<file path="src/rtl/sy_pkg.sv">
// Shared frontend types: quick-decode classes, address width and the RAS
// checkpoint bundle that fetch and backend carry as a single field.
package sy_pkg;

  localparam int AWTH      = 32;
  localparam int RAS_DEPTH = 8;
  localparam int RAS_PTR_W = $clog2(RAS_DEPTH);
  localparam int RAS_CNT_W = $clog2(RAS_DEPTH + 1);

  typedef enum logic [2:0] {
    QDEC_NORMAL    = 3'd0,
    QDEC_BRANCH    = 3'd1,
    QDEC_JUMP      = 3'd2,
    QDEC_JALR      = 3'd3,
    QDEC_CALL_JAL  = 3'd4,
    QDEC_CALL_JALR = 3'd5,
    QDEC_RET       = 3'd6
  } qdec_type_e;

  typedef struct packed {
    logic [RAS_PTR_W-1:0] ptr;
    logic [RAS_CNT_W-1:0] cnt;
    logic [AWTH-1:0]      data;
  } ras_ckpt_t;

  // Link address of a call: next sequential instruction, modulo 2^AWTH.
  function automatic logic [AWTH-1:0] ras_ret_addr(input logic [AWTH-1:0] vaddr,
                                                   input logic            is_c);
    return vaddr + (is_c ? AWTH'(2) : AWTH'(4));
  endfunction

endpackage

</file>
<file path="src/rtl/sy_ppl_ras.sv">
// Return-address stack: circular register array with top-of-stack pointer and
// saturating occupancy count, repaired from a backend checkpoint on mispredict.
module sy_ppl_ras
  import sy_pkg::*;
#(
  parameter int DEPTH = RAS_DEPTH,
  parameter int PTR_W = $clog2(DEPTH),
  parameter int CNT_W = $clog2(DEPTH + 1)
) (
  input  logic             clk_i,
  input  logic             rst_i,
  input  logic             dec_valid_i,
  input  qdec_type_e       dec_type_i,
  input  logic             dec_is_c_i,
  input  logic [AWTH-1:0]  dec_vaddr_i,
  output logic             ras_valid_o,
  output logic [AWTH-1:0]  ras_target_o,
  output logic [PTR_W-1:0] ckpt_ptr_o,
  output logic [CNT_W-1:0] ckpt_cnt_o,
  output logic [AWTH-1:0]  ckpt_data_o,
  input  logic             recover_i,
  input  logic [PTR_W-1:0] recover_ptr_i,
  input  logic [CNT_W-1:0] recover_cnt_i,
  input  logic [AWTH-1:0]  recover_data_i,
  input  logic             flush_i
);

  localparam logic [CNT_W-1:0] CNT_FULL = CNT_W'(DEPTH);

  logic [AWTH-1:0]  stack_q [DEPTH];
  logic [PTR_W-1:0] tos_q, tos_d;
  logic [CNT_W-1:0] cnt_q, cnt_d;

  logic             wr_en;
  logic [PTR_W-1:0] wr_idx;
  logic [AWTH-1:0]  wr_data;

  logic             push, pop, empty;
  logic [AWTH-1:0]  ret_addr;

  assign push     = dec_valid_i & ((dec_type_i == QDEC_CALL_JAL) | (dec_type_i == QDEC_CALL_JALR));
  assign pop      = dec_valid_i & (dec_type_i == QDEC_RET);
  assign empty    = (cnt_q == '0);
  assign ret_addr = ras_ret_addr(dec_vaddr_i, dec_is_c_i);

  always_comb begin
    tos_d   = tos_q;
    cnt_d   = cnt_q;
    wr_en   = 1'b0;
    wr_idx  = tos_q;
    wr_data = ret_addr;
    if (flush_i) begin
      tos_d = '0;
      cnt_d = '0;
    end else if (recover_i) begin
      tos_d   = recover_ptr_i;
      cnt_d   = (recover_cnt_i > CNT_FULL) ? CNT_FULL : recover_cnt_i;
      wr_en   = 1'b1;
      wr_idx  = recover_ptr_i;
      wr_data = recover_data_i;
    end else if (push && pop && !empty) begin
      // Return-then-call: the new link simply replaces the current top.
      wr_en = 1'b1;
    end else if (push) begin
      tos_d  = tos_q + PTR_W'(1);
      cnt_d  = (cnt_q == CNT_FULL) ? cnt_q : cnt_q + CNT_W'(1);
      wr_en  = 1'b1;
      wr_idx = tos_q + PTR_W'(1);
    end else if (pop && !empty) begin
      tos_d = tos_q - PTR_W'(1);
      cnt_d = cnt_q - CNT_W'(1);
    end
  end

  always_ff @(posedge clk_i) begin
    if (rst_i) begin
      tos_q <= '0;
      cnt_q <= '0;
      for (int i = 0; i < DEPTH; i++) stack_q[i] <= '0;
    end else begin
      tos_q <= tos_d;
      cnt_q <= cnt_d;
      if (wr_en) stack_q[wr_idx] <= wr_data;
    end
  end

  assign ras_target_o = stack_q[tos_q];
  assign ckpt_data_o  = stack_q[tos_q];
  assign ras_valid_o  = !empty;
  assign ckpt_ptr_o   = tos_q;
  assign ckpt_cnt_o   = cnt_q;

endmodule
</file>
<file path="config.mk">
export PLATFORM = sky130hd
export DESIGN_NAME = sy_ppl_ras
export DESIGN_NICKNAME = d
export VERILOG_FILES = /design/src/rtl/sy_pkg.sv /design/src/rtl/sy_ppl_ras.sv
export SDC_FILE = /design/constraint.sdc
export NUM_CORES = 1
export LEC_CHECK = 0
export BUFFER_PORTS_ARGS = -buffer_cell sky130_fd_sc_hd__buf_2
export CAP_MARGIN = 20
export CORE_ASPECT_RATIO = 1.5
export CORE_UTILIZATION = 40
export DETAILED_ROUTE_END_ITERATION = 10
export HOLD_SLACK_MARGIN = 0.08
export PLACE_DENSITY = 0.58
export SLEW_MARGIN = 20
export SYNTH_ARGS = -nofsm -noshare
export SYNTH_HDL_FRONTEND = slang
export SYNTH_SLANG_ARGS = --single-unit
</file>
<file path="constraint.sdc">
create_clock -name clk_i -period 3.9 [get_ports clk_i]
set_input_delay 0.195 -clock clk_i [delete_from_list [all_inputs] [get_ports clk_i]]
set_output_delay 0.195 -clock clk_i [all_outputs]
set_load 0.01 [all_outputs]
</file>
==> out/qor.txt <==
WL/cell: 23.96 um
Finished Layout Cells: 1599
Synth top area share: 57.22%
Mean Syn Cell Area: 12.84 um2
ratio of cells with drive above 1 in the final layout: 29.24%
Max stage delay on crit path: 0.56 ns
DRC viols: 0
final worst-path cycle share: 81.73%
register area: 0.007896 mm2
post-synthesis sequential area ratio: 58.71%
Clock Root Buffer: clkbuf_16
setup ws final: 0.7126 ns
core area: 0.03284 mm2
initial antenna violation count: 1
PwrDens: 423.1 mW/mm2
HPWL after detailed placement: 26780 um
#FFs+latches synth: 266
Startpoint Class: register
DR iter-0 viols: 740
Max VDD drop: 0.2965 mV
Critical R2R Capture: stack_q[3][24]
cell taking the most area after synthesis: edfxtp_1
min-delay src: recover_cnt_i[2]
Slowest-stage cell, CP: o21ai_1
Critical Setup Path Class: register to register
pre-CTS setup slack: 0.7502 ns
IO Count: 152
Post-synth ARST share: 0%
Fin Clk Skew: 0.02076 ns
r2r startpoint: ckpt_ptr_o[0]
r2r setup slk: 0.71 ns
Num CTS Buffers: 26
most common cell after layout, fill and taps aside: edfxtp_1
post-synthesis cell area: 0.01344 mm2
CTS H-Tree Depth: 1
Leak Pwr: 5.542 nW
Crit Path Max Fanout: 18
Setup Viol. Count Final: 0
Syn Nets: 1134
clk slew on worst S/H paths: 0.06 ns
Hold EP: ckpt_cnt_o[2]
most frequent cells in the layout: edfxtp_1 (256), nor2_1 (212), buf_2 (151)
Die Wd: 151.6 um
nets: 1250
Post-synth EDFFs: 256
vias in the first global route: 9154
total negative slack: 0 ns
WP data required: 4.14 ns
vias per inst: 5.713
largest net degree at the start of global routing: 33
Post-Syn Instances: 1046
Final Hold Viols: 0
clock sink count: 266
Cell Chain, Critical Path: ha_1 > and4b_1 > a21oi_1 > o21ai_1 > nand2b_1 > buf_4 > nand2b_2 > buf_12
Resized Gates After CTS: 0
area grow syn2layout: 14.73%
drt total wl: 38320 um
critical path's top delay family: simple AND/OR/NAND/NOR gates
Total Routing Usage GR: 23.05%
unrepaired setup endpoints after global routing: false
fin crit period: 3.187 ns
hold depth: 5
area of the multi-input gates: 0.004951 mm2
Unique masters post-synth: 65
gp weighted congestion: 0.8604
CP endpoint kind: register
Fill cells: 3014
Worst slew margin: 29.39%
CTS Buffer Depth: 3
status: completed
Port Buffers: 151
max-slew violations: 0
Worst EP arrival: 3.42 ns
crit path from: ckpt_ptr_o[0]
global-route wire length before repair: 56730 um
slew at the pin closest to its max-slew limit: 1.059 ns
Warnings, synthesis: 0
via count: 9135
die area: 0.03434 mm2
ys flop type: edfxtp_1
Worst R2R Path Depth: 8
grt ovf: 0
post-route ant nets: 0
fmax: 313.7 MHz
hold crit path type: input pin to register
Synth area leaders: edfxtp_1 (57%), mux4_2 (11%), nor2_1 (5.9%)
Rows: 81
placed cells: 1544
CTS tree: built
Bufs and invs on worst path: 2
clk_lat worst skew: 0.55 ns
first drt pass iteration count: 5
max_cap viols: 0
Initial Utilization: 40.92%
Die Y: 226.5 um
-- cells in the mapped netlist (8+ instances only) --
| master | instances |
|---|---|
| xnor2_1 | 13 |
| clkbuf_1 | 40 |
| nor4_1 | 9 |
| mux4_2 | 64 |
| a21oi_1 | 23 |
| nand2b_1 | 16 |
| inv_1 | 9 |
| o21ai_0 | 11 |
| mux2i_1 | 15 |
| edfxtp_1 | 256 |
| nand3_1 | 28 |
| nand2_1 | 33 |
| nor3b_1 | 8 |
| nand4_1 | 14 |
| a211oi_1 | 8 |
| buf_2 | 24 |
| and3_1 | 8 |
| nor2_1 | 212 |
| dfxtp_1 | 10 |
| buf_4 | 33 |
| nor3_1 | 72 |
| mux2_2 | 32 |
| o31ai_1 | 8 |
-- layout make-up --
cell class,instances,share of cell area [%]
antenna,4,0.06493
clock buffer,29,4.432
clock inverter,17,0.8766
inverter,11,0.2841
multi-input combinational,665,32.12
sequential,266,51.23
tap,415,3.369
timing repair buffer,192,7.630
-- logic make-up after synthesis --
group,after synthesis,synth area share [%]
AND/OR/NAND/NOR,433,15.08
flip-flops,266,58.71
buffers and inverters,115,4.610
multiplexers,111,14.53
AO/OA/AOI/OAI,97,5.178
XOR/XNOR,16,1.043
adder cells (fa/ha/maj),8,0.8568
-- worst max path at each step --
stage	endpoint	slack [ns]	depth (start not counted)
2_1_floorplan	stack_q[6][0]	0.76	9
3_3_place_gp	stack_q[3][29]	0.77	8
3_5_place_dp	stack_q[3][28]	0.75	8
4_1_cts	stack_q[3][31]	0.71	8
5_1_grt	stack_q[3][31]	0.40	8
6_report	stack_q[3][24]	0.71	8
-- through the flow --
stage / hold slack (ns) / total power, mW / cell area [um2] / utilization [%]
after global placement: 0.5501 / 4.129 / 14530 / 44.26
final: 0.1119 / 6.521 / 15410 / 46.94
after floorplan: 0.4174 / 3.837 / 13440 / -
after detailed placement: 0.5600 / 4.137 / 14530 / 44.26
after CTS: 0.08890 / 6.577 / 15400 / 46.91
after global routing: 0.1195 / 6.738 / 15400 / 46.91
-- worst min-delay path, stage by stage --
cell and delay [ns]:
buf_2 0.09, nand2_1 0.06, o22ai_1 0.08, mux2i_1 0.12, nor2_1 0.05
-- repair_timing --
| action | CTS | global route |
|---|---|---|
| hold buffers | 5 | 0 |
| setup endpoints to repair | 0 | 0 |
| hold endpoints to repair | 5 | 0 |
| buffers inserted | 0 | 0 |
-- report_power, final --
group	switching (mW)	internal, mW
Sequential	0.0553	3.25
Clock	1.06	1.39
Combinational	0.470	0.301
Total	1.59	4.93
-- flip-flops by register name (all words and copies together), names as in the netlist, named ones only --
name,count
stack_q,256
ckpt_cnt_o,4
ckpt_ptr_o,3
-- metal layers --
layer	up-vias	part of all wire, %	GRT usage [%]	wire [um]
met5	-	0.031	0	12
met4	2	3.5	9.039	1327
met3	74	6.2	2.374	2372
met2	341	52	40.75	19990
met1	4559	38	28.56	14620
li1	4159	-	-	-
No activity file was read; power rests on OpenSTA's default activity.
